<file path="src/rtl/select_net_seq_pkg.sv">
// Shared Huffman build definitions: node frame layout, sizes and the
// sequencer state encoding used by the select-network pass sequencer.
package select_net_seq_pkg;

  localparam int NODE_W     = 36;
  localparam int WEIGHT_W   = 27;
  localparam int NUM_W      = 9;
  localparam int SYM_W      = 8;
  localparam int LEAF_DEPTH = 256;

  // Node frame fields: {1'b0, symbol, weight}
  localparam int WEIGHT_LSB = 0;
  localparam int WEIGHT_MSB = 26;
  localparam int SYM_LSB    = 27;
  localparam int SYM_MSB    = 34;

  typedef enum logic [2:0] {
    ST_IDLE    = 3'd0,
    ST_LOAD    = 3'd1,
    ST_DRAIN   = 3'd2,
    ST_COLLECT = 3'd3,
    ST_DONE    = 3'd4,
    ST_ERR     = 3'd5
  } state_t;

  // Build a leaf node frame from its symbol number and weight.
  function automatic logic [NODE_W-1:0] make_frame(input logic [SYM_W-1:0]    sym,
                                                   input logic [WEIGHT_W-1:0] weight);
    return {1'b0, sym, weight};
  endfunction

endpackage

</file>
<file path="src/rtl/select_net_seq_if.sv">
// Bus bundle between the sort-pass sequencer and its surroundings: control
// handshake, histogram RAM read port, select network port and sorted-node
// RAM write port. master = sequencer side, slave = environment side.
interface select_net_seq_if;
  import select_net_seq_pkg::*;

  logic                start;
  logic                busy;
  logic                done;
  logic                error;
  logic [NUM_W-1:0]    nz_count;

  logic                freq_rd_en;
  logic [SYM_W-1:0]    freq_rd_addr;
  logic [WEIGHT_W-1:0] freq_rd_data;

  logic                net_wr;
  logic [NODE_W-1:0]   net_in;
  logic [NODE_W-1:0]   net_out;
  logic                net_valid;

  logic                sort_wr_en;
  logic [SYM_W-1:0]    sort_wr_addr;
  logic [NODE_W-1:0]   sort_wr_data;

  modport master (
    input  start, freq_rd_data, net_out, net_valid,
    output busy, done, error, nz_count,
           freq_rd_en, freq_rd_addr,
           net_wr, net_in,
           sort_wr_en, sort_wr_addr, sort_wr_data
  );

  modport slave (
    output start, freq_rd_data, net_out, net_valid,
    input  busy, done, error, nz_count,
           freq_rd_en, freq_rd_addr,
           net_wr, net_in,
           sort_wr_en, sort_wr_addr, sort_wr_data
  );

endinterface

</file>
<file path="src/rtl/select_net_seq.sv">
// Sort-pass sequencer for the 256-entry select network. Streams the
// histogram into the network as contiguous node frames, collects the
// minimum-first outputs into the sorted-node RAM, counts non-zero symbols
// and raises a sticky stall flag if the network stops producing outputs.
module select_net_seq
  import select_net_seq_pkg::*;
#(
  parameter int DEPTH   = LEAF_DEPTH,
  parameter int TIMEOUT = 64
) (
  input  logic             clk,
  input  logic             rstN,
  select_net_seq_if.master bus
);

  localparam int                IDLE_W    = $clog2(TIMEOUT + 1);
  localparam logic [SYM_W-1:0]  LAST_ADDR = SYM_W'(DEPTH - 1);
  localparam logic [NUM_W-1:0]  WR_FULL   = NUM_W'(DEPTH);
  localparam logic [IDLE_W-1:0] IDLE_LAST = IDLE_W'(TIMEOUT - 1);
  localparam logic [IDLE_W-1:0] IDLE_SAT  = IDLE_W'(TIMEOUT);

  state_t             state;
  logic [SYM_W-1:0]   addr_d;    // read address delayed to line up with read data
  logic [NUM_W-1:0]   wr_cnt;    // sorted entries written this pass (0..DEPTH)
  logic [IDLE_W-1:0]  idle_cnt;  // cycles since last net_valid in COLLECT

  // Frame is only driven while the strobe is up so the bus idles at zero.
  assign bus.net_in = bus.net_wr ? make_frame(addr_d, bus.freq_rd_data)
                                 : {NODE_W{1'b0}};

  // Sequencer FSM, frame delay stage, counters and all registered outputs.
  always_ff @(posedge clk or negedge rstN) begin
    if (!rstN) begin
      state            <= ST_IDLE;
      addr_d           <= {SYM_W{1'b0}};
      wr_cnt           <= {NUM_W{1'b0}};
      idle_cnt         <= {IDLE_W{1'b0}};
      bus.busy         <= 1'b0;
      bus.done         <= 1'b0;
      bus.error        <= 1'b0;
      bus.nz_count     <= {NUM_W{1'b0}};
      bus.freq_rd_en   <= 1'b0;
      bus.freq_rd_addr <= {SYM_W{1'b0}};
      bus.net_wr       <= 1'b0;
      bus.sort_wr_en   <= 1'b0;
      bus.sort_wr_addr <= {SYM_W{1'b0}};
      bus.sort_wr_data <= {NODE_W{1'b0}};
    end else begin
      // Read-to-frame delay: data arrives one cycle after the read strobe.
      bus.net_wr     <= bus.freq_rd_en;
      addr_d         <= bus.freq_rd_addr;
      bus.sort_wr_en <= 1'b0;
      bus.done       <= 1'b0;

      if (bus.net_wr && (bus.freq_rd_data != {WEIGHT_W{1'b0}})) begin
        bus.nz_count <= bus.nz_count + 9'd1;
      end

      case (state)
        ST_IDLE, ST_DONE, ST_ERR: begin
          if (bus.start) begin
            state            <= ST_LOAD;
            bus.busy         <= 1'b1;
            bus.error        <= 1'b0;
            bus.freq_rd_en   <= 1'b1;
            bus.freq_rd_addr <= {SYM_W{1'b0}};
            bus.nz_count     <= {NUM_W{1'b0}};
            wr_cnt           <= {NUM_W{1'b0}};
          end
        end

        ST_LOAD: begin
          if (bus.freq_rd_addr == LAST_ADDR) begin
            bus.freq_rd_en   <= 1'b0;
            bus.freq_rd_addr <= {SYM_W{1'b0}};
            state            <= ST_DRAIN;
          end else begin
            bus.freq_rd_addr <= bus.freq_rd_addr + 8'd1;
          end
        end

        ST_DRAIN: begin
          state    <= ST_COLLECT;
          idle_cnt <= {IDLE_W{1'b0}};
        end

        ST_COLLECT: begin
          if (wr_cnt == WR_FULL) begin
            // Final write is on the bus this cycle; finish the pass.
            state    <= ST_DONE;
            bus.done <= 1'b1;
            bus.busy <= 1'b0;
          end else if (bus.net_valid) begin
            bus.sort_wr_en   <= 1'b1;
            bus.sort_wr_addr <= wr_cnt[SYM_W-1:0];
            bus.sort_wr_data <= bus.net_out;
            wr_cnt           <= wr_cnt + 9'd1;
            idle_cnt         <= {IDLE_W{1'b0}};
          end else if (idle_cnt == IDLE_LAST) begin
            idle_cnt  <= IDLE_SAT;
            bus.error <= 1'b1;
            bus.busy  <= 1'b0;
            state     <= ST_ERR;
          end else begin
            idle_cnt <= idle_cnt + {{(IDLE_W-1){1'b0}}, 1'b1};
          end
        end

        default: begin
          state          <= ST_IDLE;
          bus.busy       <= 1'b0;
          bus.freq_rd_en <= 1'b0;
        end
      endcase
    end
  end

endmodule

</file>
<file path="src/flat_wrapper.sv">
// flat-port wrapper written by rule: the top's interface ports become plain ports
module select_net_seq_flat import select_net_seq_pkg::*;
#(
  parameter int DEPTH   = LEAF_DEPTH,
  parameter int TIMEOUT = 64
)
  (clk, rstN, bus_start, bus_freq_rd_data, bus_net_out, bus_net_valid, bus_busy, bus_done, bus_error, bus_nz_count, bus_freq_rd_en, bus_freq_rd_addr, bus_net_wr, bus_net_in, bus_sort_wr_en, bus_sort_wr_addr, bus_sort_wr_data);
  select_net_seq_if bus_i ();
  input  logic clk;
  input  logic rstN;
  input wire logic [$bits(bus_i.start)-1:0] bus_start;
  input wire logic [$bits(bus_i.freq_rd_data)-1:0] bus_freq_rd_data;
  input wire logic [$bits(bus_i.net_out)-1:0] bus_net_out;
  input wire logic [$bits(bus_i.net_valid)-1:0] bus_net_valid;
  output wire logic [$bits(bus_i.busy)-1:0] bus_busy;
  output wire logic [$bits(bus_i.done)-1:0] bus_done;
  output wire logic [$bits(bus_i.error)-1:0] bus_error;
  output wire logic [$bits(bus_i.nz_count)-1:0] bus_nz_count;
  output wire logic [$bits(bus_i.freq_rd_en)-1:0] bus_freq_rd_en;
  output wire logic [$bits(bus_i.freq_rd_addr)-1:0] bus_freq_rd_addr;
  output wire logic [$bits(bus_i.net_wr)-1:0] bus_net_wr;
  output wire logic [$bits(bus_i.net_in)-1:0] bus_net_in;
  output wire logic [$bits(bus_i.sort_wr_en)-1:0] bus_sort_wr_en;
  output wire logic [$bits(bus_i.sort_wr_addr)-1:0] bus_sort_wr_addr;
  output wire logic [$bits(bus_i.sort_wr_data)-1:0] bus_sort_wr_data;
  assign bus_i.start = bus_start;
  assign bus_i.freq_rd_data = bus_freq_rd_data;
  assign bus_i.net_out = bus_net_out;
  assign bus_i.net_valid = bus_net_valid;
  assign bus_busy = bus_i.busy;
  assign bus_done = bus_i.done;
  assign bus_error = bus_i.error;
  assign bus_nz_count = bus_i.nz_count;
  assign bus_freq_rd_en = bus_i.freq_rd_en;
  assign bus_freq_rd_addr = bus_i.freq_rd_addr;
  assign bus_net_wr = bus_i.net_wr;
  assign bus_net_in = bus_i.net_in;
  assign bus_sort_wr_en = bus_i.sort_wr_en;
  assign bus_sort_wr_addr = bus_i.sort_wr_addr;
  assign bus_sort_wr_data = bus_i.sort_wr_data;
  select_net_seq #(.DEPTH(DEPTH), .TIMEOUT(TIMEOUT)) u_core (.clk(clk), .rstN(rstN), .bus(bus_i));
endmodule
</file>
<file path="config.mk">
export PLATFORM = sky130hd
export DESIGN_NAME = select_net_seq_flat
export DESIGN_NICKNAME = d
export VERILOG_FILES = /design/src/rtl/select_net_seq_pkg.sv /design/src/rtl/select_net_seq_if.sv /design/src/rtl/select_net_seq.sv /design/src/flat_wrapper.sv
export SDC_FILE = /design/constraint.sdc
export NUM_CORES = 1
export LEC_CHECK = 0
export BUFFER_PORTS_ARGS = -buffer_cell sky130_fd_sc_hd__buf_2
export CAP_MARGIN = 30
export CORE_ASPECT_RATIO = 1.1
export CORE_UTILIZATION = 49
export DETAILED_ROUTE_END_ITERATION = 16
export GPL_ROUTABILITY_DRIVEN = 0
export PLACE_DENSITY = 0.8
export SETUP_SLACK_MARGIN = 0.1
export SLEW_MARGIN = 15
export SYNTH_ARGS = -nofsm -noshare
export SYNTH_HDL_FRONTEND = slang
export SYNTH_SLANG_ARGS = --single-unit
</file>
<file path="constraint.sdc">
create_clock -name clk -period 2.2 [get_ports clk]
set_input_delay 0.44 -clock clk [delete_from_list [all_inputs] [get_ports clk]]
set_output_delay 0.44 -clock clk [all_outputs]
set_load 0.03 [all_outputs]
</file>
==> flow_summary.yaml <==
critical_path:
  r2r_setup_slack_ps: 210
  critical_path.top_delay_family: "simple AND/OR/NAND/NOR gates"
  cp_num_buf_inv: 2
  cp-start-kind: "flip-flop"
  crit_arrival_ps: 2260
  endpoint_kind: "flip-flop"
  crit_fanout: 6
  crit_required_ps: 2460
  timing.critical_path.slowest_cell_delay_ps: 510
  crit_type: "flip-flop to flip-flop"
  crit_slowest_cell: "or4b_4"
  crit_chain: "inv_1 > ha_1 > or4b_4 > o31ai_4 > buf_4 > nor3_1 > o21a_1"
synth:
  yosysTopAreaCellShare_pct: 52.8
  yosysSeqAreaShare_pct: 52.8
  async_reset_ff_share_pct: 100
  yosysTopAreaCell: "dfrtp_1"
  synth_cells: 392
  synthesis.area_um2: 4450
  synth.distinct_cells: 58
  ys_top_cells_by_area: "dfrtp_1 53%, mux2_2 11%, and2_1 5.5%"
  ys_ff_latch: 94
  yosys_most_used_dff: "dfrtp_1"
  yosysWarnings: 0
  synth-edff-count: 0
  avgSynthCellArea_um2: 11.4
  syn_nets: 464
cts:
  cts_hold_buf: 0
  cts_sinks: 94
  cts-root-buf: "clkbuf_8"
  clkTransAtPathRegs_ps: 90
  cts_tree: "done"
  clock_latency_ps: 370
  cts_max_path_buffers: 2
  cts_max_level: 3
  numCtsBuffers: 9
grt:
  grt_pass1_wl_mm: 15.9
  grt_start_max_net_pins: 51
  grt_pass1_vias: 3555
  gr-total-overflow: 0
  track_usage_pct: 21.4
  antenna_found_initial: 0
layout:
  fill_cells: 720
  antenna_cells: 0
  final_nets: 638
  final_common_cell: "buf_2"
  utilization_pct: 64.4
  drive_gt1_share_pct: 44.7
  final_cell_mix: "168 x buf_2, 94 x dfrtp_1, 44 x mux2_2"
  area_delta_synth_final_pct: 27.7
floorplanning:
  die_w_um: 92.9
  core_um2: 8830
  ios: 170
  initial_core_util_pct: 50.4
  fp.dieH_um: 102
  num_rows: 36
  die_area_um2: 9470
sta:
  rsz0062_at_grt: "yes"
  setup_violations: 0
  hold_violations: 0
  tns_ps: 0
  final.period_utilization_pct: 90.6
  skew_ps: 9.02
  period_needed_ps: 1990
  fmax_mhz: 502
  worst_slew_pin_slew_ps: 602
  slew_headroom_pct: 59.5
  slew_violations: 0
outcome:
  status: "complete, no violations"
power_and_ir_drop:
  leakage_nw: 2.82
  finalPower_mw: 4.07
  powerDensity_nw_per_um2: 715
  ir_drop_v: 0.000588
route:
  routed_wl_mm: 9.80
  vias: 3696
  drc: 0
  drt-pass1-iter-count: 5
  first_iter_violations: 135
  ant_nets: 0
  via_per_inst: 5.40
  wl_per_cell_um: 14.3
min_path:
  worstHoldPathType: "primary input to async pin"
job:
  maxCapViolations: 0
placement:
  hpwl_mm: 7.11
  port_buffers: 168
## power by group
| group | switching [mW] | internal [mW] | total, mW | leakage (nW) |
|---|---|---|---|---|
| clock | 0.572 | 0.668 | 1.24 | 0.110 |
| sequential | 0.128 | 1.89 | 2.02 | 1.10 |
| combinational | 0.493 | 0.310 | 0.803 | 1.60 |
## path summary, 6_finish.rpt
| kind | start | to | cells past startpoint |
|---|---|---|---|
| setup / recovery | u_core.wr_cnt[0]$_DFFE_PN0P_ | u_core.bus.error$_DFFE_PN0P_ | 7 |
| hold / removal | rstN | u_core.wr_cnt[2]$_DFFE_PN0P_ | 1 |
| setup reg to reg | u_core.wr_cnt[0]$_DFFE_PN0P_ | u_core.bus.error$_DFFE_PN0P_ | 7 |
| hold reg to reg | u_core.bus.freq_rd_en$_DFFE_PN0P_ | u_core.bus.net_wr$_DFF_PN0_ | 0 |
| max in group asynchronous | rstN | u_core.bus.freq_rd_addr[0]$_DFFE_PN0P_ | 2 |
| min in group clk | bus_net_out[22] | u_core.bus.sort_wr_data[22]$_DFFE_PN0P_ | 2 |
## worst register-to-register path: stages (launching register included)
cell,delay [ps]
dfrtp_1,430
inv_1,90
ha_1,160
or4b_4,510
o31ai_4,270
buf_4,190
nor3_1,50
o21a_1,180
## sequential cells by signal, indices dropped and copies added (netlist names)
signal,count
u_core.addr_d,8
u_core.bus.busy,1
u_core.bus.done,1
u_core.bus.error,1
u_core.bus.freq_rd_addr,8
u_core.bus.freq_rd_en,1
u_core.bus.net_wr,1
u_core.bus.nz_count,9
u_core.bus.sort_wr_addr,8
u_core.bus.sort_wr_data,36
u_core.bus.sort_wr_en,1
u_core.idle_cnt,7
u_core.state,3
u_core.wr_cnt,9
## per-stage QoR
stage / hold WS, ps / setup WS (ps) / instance area, µm² / std cells
floorplan: 144 / 354 / 4450 / 392
global placement: 423 / 198 / 5430 / 665
detailed placement: 434 / 135 / 5430 / 665
CTS: 66.5 / 112 / 5650 / 681
global route: 92.5 / 91.4 / 5690 / 685
finish: 57.9 / 206 / 5690 / 685
## logic make-up (layout without fill, tap and decap cells)
group           after synthesis  count (layout)  synth area share (%)
simple gates                145             145                  18.8
flops                        94              94                  52.8
compound gates               65              65                  9.89
mux                          53              53                  13.2
buf+inv                      25             204                  3.03
fa+ha+maj                     5               5                  1.41
xor+xnor                      4               4                 0.787
other cells                   1               1                0.0842
## cells in the mapped netlist (all sizes together) (3+ instances only)
cell / n
nand2: 27
o31ai: 4
inv: 6
buf: 12
xor2: 4
o2111ai: 3
a21oi: 10
and2: 39
nand2b: 8
mux2i: 9
ha: 5
nor3: 5
nand4: 5
mux2: 44
and3: 6
o21ai: 23
o22ai: 3
nor2: 13
a31oi: 7
nor2b: 3
clkbuf: 7
nand3: 15
and4: 4
dfrtp: 94
nor4: 6
## area by class of cell
class / instances / area (µm²) / share of cell area, %
well taps: 114 / 143 / 2.51
inverters: 6 / 22.5 / 0.396
clock inverters: 4 / 70.1 / 1.23
clock buffers: 12 / 145 / 2.55
multi-input cells: 273 / 1980 / 34.9
flip-flops and latches: 94 / 2350 / 41.4
repair buffers: 182 / 971 / 17.1
## routing by layer
metal  vias up  track usage [%]  part of all wire [%]
met5         -                0                     0
met4         0             10.5                   2.3
met3        21             5.95                   8.5
met2       170             37.9                    49
met1      1748             23.8                    40
li1       1757                -                     -
## repair_timing
item | 4_1_cts | 5_1_grt
gates resized for setup | 0 | 2
endpoints found under the setup margin | 0 | 40
buffers inserted | 0 | 3
No activity file was read; power rests on OpenSTA's default activity.
